--- config.mk ---
export PLATFORM = sky130hd
export DESIGN_NAME = distance_dump_seq
export DESIGN_NICKNAME = d
export VERILOG_FILES = /design/src/rtl/replica_pkg.sv /design/src/rtl/dump_fifo.sv /design/src/rtl/distance_dump_seq.sv
export SDC_FILE = /design/constraint.sdc
export NUM_CORES = 1
export LEC_CHECK = 0
export BUFFER_PORTS_ARGS = -buffer_cell sky130_fd_sc_hd__buf_4
export CORE_ASPECT_RATIO = 1.75
export CORE_MARGIN = 2
export CORE_UTILIZATION = 40
export CTS_BUF_LIST = sky130_fd_sc_hd__clkbuf_8
export DETAILED_ROUTE_END_ITERATION = 10
export GPL_TIMING_DRIVEN = 0
export PLACE_DENSITY = 0.62
export SYNTH_ARGS = -nofsm -noshare
export SYNTH_HDL_FRONTEND = slang
export SYNTH_HIERARCHICAL = 1
export SYNTH_SLANG_ARGS = --single-unit
--- constraint.sdc ---
create_clock -name clk -period 3.2 [get_ports clk]
set_clock_uncertainty 0.05 [all_clocks]
set_input_delay 0.64 -clock clk [delete_from_list [all_inputs] [get_ports clk]]
set_output_delay 0.64 -clock clk [all_outputs]
set_load 0.1 [all_outputs]
--- src/rtl/replica_pkg.sv ---
// Shared replica-ring types: node count, total-distance word, and dump sequencer states.
package replica_pkg;

    localparam int unsigned node_num = 4;
    localparam int unsigned TOTAL_W  = 16;

    typedef logic [TOTAL_W-1:0] total_data_t;

    typedef enum logic [1:0] {
        IDLE,
        WAIT_RUN,
        SHIFT,
        DRAIN
    } dump_state_t;

endpackage

--- src/rtl/dump_fifo.sv ---
// Small synchronous FIFO holding packed {index, distance} dump entries.
// A push into a full FIFO is accepted only when a pop frees a slot in the same cycle.
module dump_fifo #(
    parameter int unsigned W     = 18,
    parameter int unsigned DEPTH = 2
) (
    input  logic         clk,
    input  logic         reset,
    input  logic         push_i,
    input  logic         pop_i,
    input  logic [W-1:0] wdata_i,
    output logic [W-1:0] rdata_o,
    output logic         full_o,
    output logic         empty_o
);

    localparam int unsigned ADDR_W = (DEPTH > 1) ? $clog2(DEPTH) : 1;
    localparam int unsigned CNT_W  = ADDR_W + 1;

    logic [W-1:0]      mem_q [DEPTH];
    logic [ADDR_W-1:0] wr_ptr_q, wr_ptr_d;
    logic [ADDR_W-1:0] rd_ptr_q, rd_ptr_d;
    logic [CNT_W-1:0]  count_q, count_d;
    logic              do_push;
    logic              do_pop;

    assign full_o  = (count_q == CNT_W'(DEPTH));
    assign empty_o = (count_q == '0);
    assign rdata_o = mem_q[rd_ptr_q];

    assign do_pop  = pop_i && !empty_o;
    assign do_push = push_i && (!full_o || do_pop);

    // Pointer and occupancy update; DEPTH is a power of two so pointers wrap naturally.
    always_comb begin
        wr_ptr_d = wr_ptr_q;
        rd_ptr_d = rd_ptr_q;
        count_d  = count_q;
        if (do_push) begin
            wr_ptr_d = wr_ptr_q + ADDR_W'(1);
        end
        if (do_pop) begin
            rd_ptr_d = rd_ptr_q + ADDR_W'(1);
        end
        case ({do_push, do_pop})
            2'b10:   count_d = count_q + CNT_W'(1);
            2'b01:   count_d = count_q - CNT_W'(1);
            default: count_d = count_q;
        endcase
    end

    always_ff @(posedge clk or posedge reset) begin
        if (reset) begin
            wr_ptr_q <= '0;
            rd_ptr_q <= '0;
            count_q  <= '0;
            for (int i = 0; i < int'(DEPTH); i++) begin
                mem_q[i] <= '0;
            end
        end else begin
            wr_ptr_q <= wr_ptr_d;
            rd_ptr_q <= rd_ptr_d;
            count_q  <= count_d;
            if (do_push) begin
                mem_q[wr_ptr_q] <= wdata_i;
            end
        end
    end

endmodule

--- src/rtl/distance_dump_seq.sv ---
// Non-destructive ring distance dump: shares the ring shift port with the host, recirculates
// every value read, streams (index, distance) entries out and publishes the dump minimum.
module distance_dump_seq
    import replica_pkg::*;
#(
    parameter int unsigned NODES = node_num,
    parameter int unsigned IDX_W = $clog2(NODES),
    parameter int unsigned DEPTH = 2
) (
    input  logic              clk,
    input  logic              reset,
    input  logic              running,
    input  logic              dump_start,
    output logic              dump_busy,
    output logic              dump_done,
    input  logic              host_shift,
    input  total_data_t       host_wdata,
    output logic              distance_shift,
    output total_data_t       distance_wdata,
    input  total_data_t       distance_rdata,
    output logic              out_valid,
    input  logic              out_ready,
    output logic [IDX_W-1:0]  out_index,
    output total_data_t       out_data,
    output total_data_t       min_data,
    output logic [IDX_W-1:0]  min_index
);

    localparam int unsigned ENT_W = IDX_W + TOTAL_W;

    dump_state_t       state_q, state_d;
    logic [IDX_W-1:0]  cnt_q, cnt_d;
    total_data_t       run_min_q, run_min_d;
    logic [IDX_W-1:0]  run_idx_q, run_idx_d;
    total_data_t       min_data_q, min_data_d;
    logic [IDX_W-1:0]  min_index_q, min_index_d;

    logic              fifo_push;
    logic              fifo_pop;
    logic              fifo_full;
    logic              fifo_empty;
    logic [ENT_W-1:0]  fifo_rdata;
    logic [IDX_W-1:0]  push_idx;

    // Ring order leaves the last node first, so the k-th read belongs to replica NODES-1-k.
    assign push_idx = IDX_W'(NODES - 1) - cnt_q;
    assign fifo_pop = !fifo_empty && out_ready;

    dump_fifo #(
        .W     (ENT_W),
        .DEPTH (DEPTH)
    ) u_fifo (
        .clk     (clk),
        .reset   (reset),
        .push_i  (fifo_push),
        .pop_i   (fifo_pop),
        .wdata_i ({push_idx, distance_rdata}),
        .rdata_o (fifo_rdata),
        .full_o  (fifo_full),
        .empty_o (fifo_empty)
    );

    assign out_valid = !fifo_empty;
    assign out_index = fifo_rdata[ENT_W-1:TOTAL_W];
    assign out_data  = fifo_rdata[TOTAL_W-1:0];
    assign dump_busy = (state_q != IDLE);
    assign min_data  = min_data_q;
    assign min_index = min_index_q;

    // Next-state, shift-port mux and minimum tracking.
    always_comb begin
        state_d        = state_q;
        cnt_d          = cnt_q;
        run_min_d      = run_min_q;
        run_idx_d      = run_idx_q;
        min_data_d     = min_data_q;
        min_index_d    = min_index_q;
        fifo_push      = 1'b0;
        distance_shift = 1'b0;
        distance_wdata = '0;
        dump_done      = 1'b0;

        case (state_q)
            IDLE: begin
                if (host_shift) begin
                    distance_shift = 1'b1;
                    distance_wdata = host_wdata;
                end
                if (dump_start) begin
                    state_d = WAIT_RUN;
                    cnt_d   = '0;
                end
            end
            WAIT_RUN: begin
                if (!running) begin
                    state_d = SHIFT;
                end
            end
            SHIFT: begin
                // Stall the ring on backpressure or an unexpected run; never drop a read value.
                if (!running && (!fifo_full || fifo_pop)) begin
                    distance_shift = 1'b1;
                    distance_wdata = distance_rdata;
                    fifo_push      = 1'b1;
                    if ((cnt_q == '0) || (distance_rdata < run_min_q)) begin
                        run_min_d = distance_rdata;
                        run_idx_d = push_idx;
                    end
                    if (cnt_q == IDX_W'(NODES - 1)) begin
                        state_d = DRAIN;
                        cnt_d   = '0;
                    end else begin
                        cnt_d = cnt_q + IDX_W'(1);
                    end
                end
            end
            DRAIN: begin
                if (fifo_empty) begin
                    state_d     = IDLE;
                    dump_done   = 1'b1;
                    min_data_d  = run_min_q;
                    min_index_d = run_idx_q;
                end
            end
            default: begin
                state_d = IDLE;
            end
        endcase
    end

    always_ff @(posedge clk or posedge reset) begin
        if (reset) begin
            state_q     <= IDLE;
            cnt_q       <= '0;
            run_min_q   <= '1;
            run_idx_q   <= '0;
            min_data_q  <= '1;
            min_index_q <= '0;
        end else begin
            state_q     <= state_d;
            cnt_q       <= cnt_d;
            run_min_q   <= run_min_d;
            run_idx_q   <= run_idx_d;
            min_data_q  <= min_data_d;
            min_index_q <= min_index_d;
        end
    end

endmodule

# ---- Word level (Yosys, flattened, before mapping)
# Cells that the tools add are included.
dict set report totals {
  regBits 80
  latchBits 0
  ram_bits 0
  mem_bits_ro 0
  input_bits 38
  output_inout_bits 56
  word_cells 82
  memories 0
}
dict set report op_classes {
  add_sub_neg 6
  mul 0
  div_mod_pow 0
  magnitude_cmp 4
  eq_ne 12
  n_shift 0
  muxes 26
  bitwise 2
  reduce_logical 21
}
# operator count
set op_table {}
lappend op_table {{two-way mux 18 bit} 4}
lappend op_table {{bitwise mux 36 bit} 1}
lappend op_table {{two-way mux 16 bit} 2}
lappend op_table {{case mux 16 bit (2 select lines)} 1}
lappend op_table {{demux 18 bit (select 1 bit)} 1}
lappend op_table {{less-than comparator 16 bit} 1}
lappend op_table {{two-way mux 2 bit} 8}
lappend op_table {{equality test 2 bit (second input constant)} 5}
lappend op_table {{!= test 2 bit (second input constant)} 4}
lappend op_table {{case mux 2 bit (2 select lines)} 2}
lappend op_table {{case mux 2 bit (4 select lines)} 1}
lappend op_table {{zero test 2 bit} 3}
lappend op_table {{AND reduction 3 bit} 2}
lappend op_table {{nonzero test 2 bit} 3}
lappend op_table {{logical AND 1 bit} 5}
lappend op_table {{two-way mux 1 bit} 5}
lappend op_table {{AND reduction 5 bit} 1}
lappend op_table {{adder 2 x 1 -> 2 bit (second input constant)} 2}
lappend op_table {{equality test 2 x 1 -> 1 bit (second input constant)} 2}
lappend op_table {{greater-or-equal comparator 2 bit (second input constant)} 2}
lappend op_table {{inverter 1 -> 2 bit} 2}
lappend op_table {{zero test 1 bit} 3}
lappend op_table {{logical OR 1 bit} 3}
lappend op_table {{adder 1 bit (second input constant)} 2}
lappend op_table {{6 further kinds} 6}

# ---- Logic depth before layout (Yosys ltp)
# Gate-level depths: netlist of the first run.
dict set report depth {
  word_depth 10
  mapped_depth 11
}

# ---- Hierarchy
# The synthesis of the first run kept the hierarchy.
# mod instances cells_per_inst area_per_inst_um2
set modules_own_cells {}
lappend modules_own_cells {distance_dump_seq 1 210 2302.2}
lappend modules_own_cells {dump_fifo 1 123 1885.6}

# ---- Worst setup path before layout of the first run
# OpenSTA, ideal clock, no wires.
dict set report synth_timing {
  path_kind {register to output}
  start {register state_q[0]}
  end {output port distance_wdata[10]}
  arrival_time_ps 2213
  path_slack_ps 297
  path_stages_with_launch 8
  path_cell_list {dfrtp_1 > inv_1 > ha_1 > inv_1 > a211oi_2 > buf_2 > buf_1 > a22o_1}
}
dict set report synth_via {
  elab_chain_len 2
  elab_cells_between_ends 3
  cone_classes {1 x eq/ne; 1 x mux; 1 x reduce/logical}
}
# item line_no
set synth_lines {}
lappend synth_lines {{start, declared} distance_dump_seq.sv:31} ;# dump_state_t state_q, state_d;
lappend synth_lines {{start signal, assigned} distance_dump_seq.sv:140} ;# state_q <= state_d;
lappend synth_lines {{equality test 2 bit / zero test 2 bit (equally long branches)} distance_dump_seq.sv:83} ;# case (state_q)
lappend synth_lines {{case mux 16 bit (2 select lines) (*)} distance_dump_seq.sv:83}
lappend synth_lines {{end, declared} distance_dump_seq.sv:19} ;# output total_data_t distance_wdata,
# Every way passes the cells marked *; elsewhere a longest branch is shown, timed or not.

# ---- Worst setup path in the final report of the first run
dict set report layout_timing {
  start {register state_q[0]}
  end {output port distance_wdata[9]}
}
# Same word-level chain as after synthesis.

==> impl_metrics.toml, run 1 <==
[timing]
max_freq_ghz = 0.329
setup_tns_ns = 0
hold_violations = 0
max_slew_margin = 0.427
finalMaxSlewViolations = 0
setup_slack_ns = 0.162
rsz0062_at_grt = "no"
setup_viol = 0
tightest_slew_ns = 0.859
period_share = 0.949
min_period_ns = 3.04

[finish]
num-fill-cells = 940
n_antenna_cell = 0
syn_to_final_growth_pct = 26.3
drive_above_1_share = 0.531
fin_nets = 495
final_util = 0.517

[logic_synthesis]
syn_inst = 333
yosysSeqAreaShare = 0.488
syn_area_mm2 = 0.00419
synth_cell_types = 37
synth_area_per_cell_um2 = 12.6
synth.largest_area_cell = "dfrtp_1"
synth.area.top_cells = "dfrtp_1, dfstp_2, mux2_2"
yosysMostFrequentCell = "dfrtp_1"
synth_common_cells = "dfrtp_1, mux2_2, dfstp_2"
synth_edf_count = 0
synth_fp_nets = 392
synth_top_area_share = 0.287
ys.flop_type = "dfrtp_1"
yosys_warnings = 6
ys_seq_elements = 80
synth-async-reset-ratio = 1.00

[floorplanning]
die_y_um = 139
rows = 49
design.core.area_mm2 = 0.0102
io_pins = 94
dieArea_mm2 = 0.0113
start_util = 0.409
die_w_um = 81.3

[grt]
overflow = 0
grt_util_met3 = 0.0441
met1_usage = 0.224
top_usage_layer = "met2"
grt_pass1_vias = 3188
met2_usage = 0.339
grt_pass1_wl_mm = 16.4
grt.total_usage = 0.196
grt_antenna_before_repair = 0
grt_max_degree = 41

[setup_path]
crit_fanout = 10
ff2ff_setup_slack_ns = 0.34
critPathLaunchType = "flip-flop"
r2r_cells = 11
end_kind = "output pin"
timing.rr.start = "state_q[0]$_DFFE_PP0P_"
r2r-end = "u_fifo/mem_q[15]$_DFFE_PP0P_"
worst_ep_arrival_time_ns = 2.35
worstSetupPathType = "flip-flop to output pin"
crit_required_ns = 2.51

[drt]
drtAntennaViolNets = 0
dr_total_vias = 2937
routed_wl_mm = 10.3
drt_iter0_markers = 138
drc = 0
wl_per_cell_um = 18.1
via_per_inst = 5.17
first_pass_iters = 4

[cts]
cts_tree = "done"
clockBufferDepth = 2
cts_htree_levels = 3
postCtsSetupBuffers = 0
clock_sinks = 80
cts_buffers = 9
clk_pin_slew_ns = 0.09
clk_latency_ns = 0.36
root_buffer = "clkbuf_8"

[place]
dpl.hpwl_mm = 7.83
portBuffers = 93
place_worst_setup_slack_ns = 0.0597
gp_congestion = 0.776

[outcome]
status = "complete, no violations"

[hold_path]
hold_path_class = "primary input to asynchronous set/reset pin"

[run]
maxCapViolCount = 0
==> logic make-up (layout without fill, tap and decap cells) <==
kind of cell / count (synthesis) / in the layout / share of synthesized area
XOR/XNOR: 3 / 3 / 0.00628
multiplexers: 76 / 76 / 0.231
adder cells (fa/ha/maj): 21 / 21 / 0.0627
AO/OA/AOI/OAI: 59 / 59 / 0.0956
AND/OR/NAND/NOR: 50 / 50 / 0.0633
flip-flops: 80 / 80 / 0.488
buffers and inverters: 44 / 152 / 0.0532
==> layout make-up <==
class | instances | area, µm² | share of cell area
well taps | 127 | 159 | 0.0300
repair buffers | 93 | 732 | 0.138
clock buffers | 10 | 138 | 0.0260
plain buffers | 14 | 118 | 0.0222
flip-flops and latches | 80 | 2040 | 0.386
clock inverters | 6 | 68.8 | 0.0130
inverters | 29 | 109 | 0.0206
multi-input cells | 209 | 1920 | 0.364
==> timing repair <==
action                                  4_1_cts  5_1_grt
hold endpoints to repair                      0        0
gates resized for setup                       3       10
endpoints found under the setup margin       10       10
hold buffers                                  0        0
==> layer usage <==
metal  vias to the layer above  routed length, µm
met5                         -                  0
li1                       1370                  -
met2                        85               5480
met4                         0                316
met3                        19                506
met1                      1463               3980
==> metrics by stage <==
| stage | area, µm² | hold WS [ns] | cells |
|---|---|---|---|
| after floorplan | 4190 | 0.401 | 333 |
| after global placement | 5040 | 0.417 | 553 |
| after detailed placement | 5040 | 0.427 | 553 |
| after CTS | 5260 | 0.430 | 569 |
| after global routing | 5290 | 0.455 | 568 |
| final | 5290 | 0.418 | 568 |
==> critical path: stages (launching register included) <==
cell and delay (ns):
dfrtp_1 0.42, inv_1 0.11, ha_1 0.23, inv_1 0.11, a211oi_2 0.22, buf_4 0.23
clkbuf_4 0.23, a22o_1 0.20, buf_6 0.24
==> placed cells by master (no fill, tap or decap), drive strengths merged, types with 11 or more instances in the layout <==
cell type and count:
a21oi 11, o21ai 23, dfstp 32, dfrtp 48, inv 29, mux2 76
buf 100, ha 21, clkbuf 17, a22o 16, nand2 21
==> worst max-delay path by stage <==
stage / from / end / slack [ns] / cells after the start
6_report: state_q[0]$_DFFE_PP0P_ / distance_wdata[9] / 0.16 / 8
5_1_grt: state_q[0]$_DFFE_PP0P_ / distance_wdata[9] / 0.03 / 8
2_1_floorplan: state_q[0]$_DFFE_PP0P_ / distance_wdata[10] / 0.30 / 7
3_5_place_dp: state_q[0]$_DFFE_PP0P_ / u_fifo/mem_q[17]$_DFFE_PP0P_ / 0.06 / 11
3_3_place_gp: out_ready / u_fifo/mem_q[15]$_DFFE_PP0P_ / 0.07 / 10
4_1_cts: state_q[0]$_DFFE_PP0P_ / distance_wdata[9] / 0.06 / 8
==> flip-flops by register name, summed over array words and instances (netlist names) <==
register and count:
cnt_q 2, min_data 16, min_index 2, run_idx_q 2, run_min_q 16, state_q 2, u_fifo/count_q 2, u_fifo/mem_q 36
u_fifo/rd_ptr_q 1, u_fifo/wr_ptr_q 1
Power of run 1 is left out: the tool's default activity adds up to more than one toggle a clock period on the data nets, which glitch-free logic cannot reach.
==> run 2, diff against run 1 <==
--- a/config.mk
+++ b/config.mk
@@ -13,6 +13,7 @@
 export DETAILED_ROUTE_END_ITERATION = 10
 export GPL_TIMING_DRIVEN = 0
 export PLACE_DENSITY = 0.62
+export SETUP_SLACK_MARGIN = 0.2
 export SYNTH_ARGS = -nofsm -noshare
 export SYNTH_HDL_FRONTEND = slang
 export SYNTH_HIERARCHICAL = 1
==> impl_metrics.toml, run 2 (synthesis results as in run 1) <==
[drt]
wl_per_cell_um = 18.0
drt_iter0_markers = 134
dr_total_vias = 2936
via_per_inst = 5.14
drc = 0
routed_wl_mm = 10.3
first_pass_iters = 4
drtAntennaViolNets = 0

[timing]
tightest_slew_ns = 0.861
rsz0062_at_grt = "yes"
max_freq_ghz = 0.347
setup_viol = 0
period_share = 0.902
min_period_ns = 2.89
finalMaxSlewViolations = 0
max_slew_margin = 0.425
setup_tns_ns = 0
hold_ws_ns = 0.419
hold_violations = 0

[setup_path]
critPathLaunch = "state_q[0]$_DFFE_PP0P_"
worstSetupPathType = "flip-flop to output pin"
crit_required_ns = 2.51
end_kind = "output pin"
critPathLaunchType = "flip-flop"
timing.rr.start = "state_q[0]$_DFFE_PP0P_"
worst_ep_arrival_time_ns = 2.20
crit_fanout = 10

[grt]
grt_antenna_before_repair = 0
met1_usage = 0.224
grt_pass1_vias = 3188
grt_pass1_wl_mm = 16.4
top_usage_layer = "met2"
met2_usage = 0.341
grt_max_degree = 41
grt.total_usage = 0.196
overflow = 0
grt_util_met3 = 0.0441

[finish]
drive_above_1_share = 0.536
top_register = "u_fifo/mem_q"
mostFrequentLayoutCells = "buf_4, dfrtp_1, mux2_2"
largest_reg_flops = 36
syn_to_final_growth_pct = 28.6
final_util = 0.526
final_common_cell = "buf_4"
num-fill-cells = 927
n_antenna_cell = 0
fin_nets = 498

[place]
gp_congestion = 0.776
portBuffers = 93
dpl.hpwl_mm = 7.83

[cts]
clock_sinks = 80
cts-hold-fix-buffers = 0
root_buffer = "clkbuf_8"
clk_latency_ns = 0.36
clk_pin_slew_ns = 0.08
cts_buffers = 9
cts_tree = "done"
cts_htree_levels = 3
clockBufferDepth = 2

[floorplanning]
io_pins = 94
start_util = 0.409
die_w_um = 81.3
design.core.area_mm2 = 0.0102
rows = 49
die_y_um = 139
dieArea_mm2 = 0.0113

[hold_path]
hold_path_class = "primary input to asynchronous set/reset pin"

[run]
maxCapViolCount = 0

[outcome]
status = "complete, no violations"
-- run 2: cell count changes in the layout (fill, tap and decap cells not counted), sizes merged --
cell	change
buf	+3
-- run 2: area by class of cell --
| type | instances | area (µm²) | area share |
|---|---|---|---|
| Buffer | 15 | 129 | 0.0239 |
| Multi-Input combinational cell | 209 | 1930 | 0.358 |
| Timing Repair Buffer | 95 | 813 | 0.151 |
| Sequential cell | 80 | 2040 | 0.379 |
| Clock inverter | 6 | 68.8 | 0.0128 |
| Inverter | 29 | 109 | 0.0202 |
| Tap cell | 127 | 159 | 0.0295 |
| Clock buffer | 10 | 138 | 0.0256 |
-- run 2: worst max-delay path: stages, from the launching register on --
cell	delay, ns
dfrtp_1	0.42
inv_1	0.11
ha_2	0.22
inv_1	0.09
a211oi_2	0.25
buf_6	0.16
buf_4	0.18
a22o_1	0.22
buf_12	0.19
-- run 2: what timing repair did --
item,CTS,global route
pin swaps,0,1
buffers inserted,0,2
setup endpoints to repair,46,10
resized for setup,16,15
-- run 2: worst paths after layout --
path                       slack, ns                            to  depth (start not counted)
max                             0.31             distance_wdata[9]                          8
min reg2reg                     0.44       min_data[3]$_DFFE_PP1P_                          2
min                             0.42   u_fifo/mem_q[3]$_DFFE_PP0P_                          2
max reg2reg                     0.45  u_fifo/mem_q[15]$_DFFE_PP0P_                         11
min in group clk                0.44       min_data[3]$_DFFE_PP1P_                          2
max in group asynchronous       2.14  u_fifo/mem_q[15]$_DFFE_PP0P_                          2
-- run 2: routing by layer --
metal / part of all wire / wire length, µm
met4: 0.031 / 320
met3: 0.050 / 513
met5: 0 / 0
met2: 0.54 / 5520
met1: 0.38 / 3920
-- run 2: through the flow --
step,cell area (µm²),cells,setup WS [ns]
floorplan,4190,333,0.297
global placement,5040,553,0.0695
detailed placement,5040,553,0.0597
CTS,5300,569,0.204
global route,5380,571,0.178
finish,5380,571,0.315
Power of run 2 is left out for the same reason.
==> run 3, diff against run 2 <==
--- a/config.mk
+++ b/config.mk
@@ -8,12 +8,13 @@
 export BUFFER_PORTS_ARGS = -buffer_cell sky130_fd_sc_hd__buf_4
 export CORE_ASPECT_RATIO = 1.75
 export CORE_MARGIN = 2
-export CORE_UTILIZATION = 40
+export CORE_UTILIZATION = 35
 export CTS_BUF_LIST = sky130_fd_sc_hd__clkbuf_8
 export DETAILED_ROUTE_END_ITERATION = 10
 export GPL_TIMING_DRIVEN = 0
-export PLACE_DENSITY = 0.62
+export PLACE_DENSITY = 0.56
 export SETUP_SLACK_MARGIN = 0.2
+export SKIP_CTS_REPAIR_TIMING = 1
 export SYNTH_ARGS = -nofsm -noshare
 export SYNTH_HDL_FRONTEND = slang
 export SYNTH_HIERARCHICAL = 1
==> impl_metrics.toml, run 3 (synthesis results as in run 1) <==
[place]
dpl.hpwl_mm = 7.87
gp_congestion = 0.795
portBuffers = 93
place_worst_setup_slack_ns = 0.0502

[grt]
grt_antenna_before_repair = 0
grt_pass1_wl_mm = 16.6
grt_pass1_vias = 3063
grt_max_degree = 41
grt.total_usage = 0.172
overflow = 0

[floorplanning]
die_y_um = 149
die_w_um = 86.7
io_pins = 94
rows = 52
design.core.area_mm2 = 0.0116
dieArea_mm2 = 0.0129
start_util = 0.360

[setup_path]
worstSetupPathType = "flip-flop to output pin"
critPathLaunchType = "flip-flop"
crit_fanout = 10
end_kind = "output pin"
crit_required_ns = 2.51
worst_ep_arrival_time_ns = 2.20

[drt]
first_pass_iters = 4
via_per_inst = 5.02
routed_wl_mm = 10.5
drc = 0
drtAntennaViolNets = 0
drt_iter0_markers = 93
wl_per_cell_um = 18.1
dr_total_vias = 2916

[finish]
syn_to_final_growth_pct = 28.2
n_antenna_cell = 0
fin_nets = 500
top_register = "u_fifo/mem_q"
mostFrequentLayoutCells = "buf_4, dfrtp_1, mux2_2"
num-fill-cells = 1105
largest_reg_flops = 36
drive_above_1_share = 0.538
final_common_cell = "buf_4"
final_util = 0.461

[outcome]
status = "complete, no violations"

[cts]
cts_buffers = 9
clockBufferDepth = 2
cts_tree = "done"
clock_sinks = 80
cts_htree_levels = 3
clk_latency_ns = 0.35
clk_pin_slew_ns = 0.08
root_buffer = "clkbuf_8"

[timing]
tightest_slew_ns = 0.872
hold_violations = 0
hold_ws_ns = 0.433
max_slew_margin = 0.418
min_period_ns = 2.89
finalMaxSlewViolations = 0
period_share = 0.904
setup_slack_ns = 0.306
max_freq_ghz = 0.346
setup_viol = 0
rsz0062_at_grt = "no"

[hold_path]
hold_path_class = "primary input to asynchronous set/reset pin"

[run]
maxCapViolCount = 0
## run 3: cell type report
| type | instances | area, µm² | area share |
|---|---|---|---|
| clock inverters | 5 | 53.8 | 0.0100 |
| clock buffers | 11 | 151 | 0.0282 |
| repair buffers | 97 | 788 | 0.147 |
| flip-flops and latches | 80 | 2040 | 0.380 |
| plain buffers | 15 | 130 | 0.0242 |
| multi-input cells | 209 | 1930 | 0.359 |
| well taps | 135 | 169 | 0.0315 |
| inverters | 29 | 109 | 0.0203 |
## run 3: worst paths after layout
check | from | end | slack [ns] | depth (start not counted)
min in group clk | min_data[5]$_DFFE_PP1P_ | min_data[5]$_DFFE_PP1P_ | 0.44 | 2
worst min-delay path | reset | u_fifo/mem_q[3]$_DFFE_PP0P_ | 0.43 | 2
worst max register to register | state_q[0]$_DFFE_PP0P_ | u_fifo/mem_q[18]$_DFFE_PP0P_ | 0.43 | 11
worst min register to register | min_data[5]$_DFFE_PP1P_ | min_data[5]$_DFFE_PP1P_ | 0.44 | 2
max in group asynchronous | reset | cnt_q[0]$_DFFE_PP0P_ | 2.11 | 2
worst max-delay path | state_q[0]$_DFFE_PP0P_ | distance_wdata[15] | 0.31 | 8
## run 3: worst max-delay path, cell delays in order, from the launching register on
cell,delay [ns]
dfrtp_1,0.41
inv_1,0.09
ha_2,0.21
inv_1,0.10
a211oi_2,0.29
buf_6,0.17
buf_4,0.18
a22o_1,0.18
buf_6,0.23
## run 3: per-layer routing
metal  global-route usage  wire length (µm)
met4               0.0516               116
met1                0.206              4270
met3               0.0366               399
met5                    0                 0
met2                0.304              5730
## run 3: per-stage QoR
stage	TNS (ns)	cells	instance area, µm²
after floorplan	0	333	4190
after global placement	0	561	5050
after detailed placement	0	561	5050
after CTS	-1.40	577	5260
after global routing	0	581	5370
final	0	581	5370
Power of run 3 is left out for the same reason.
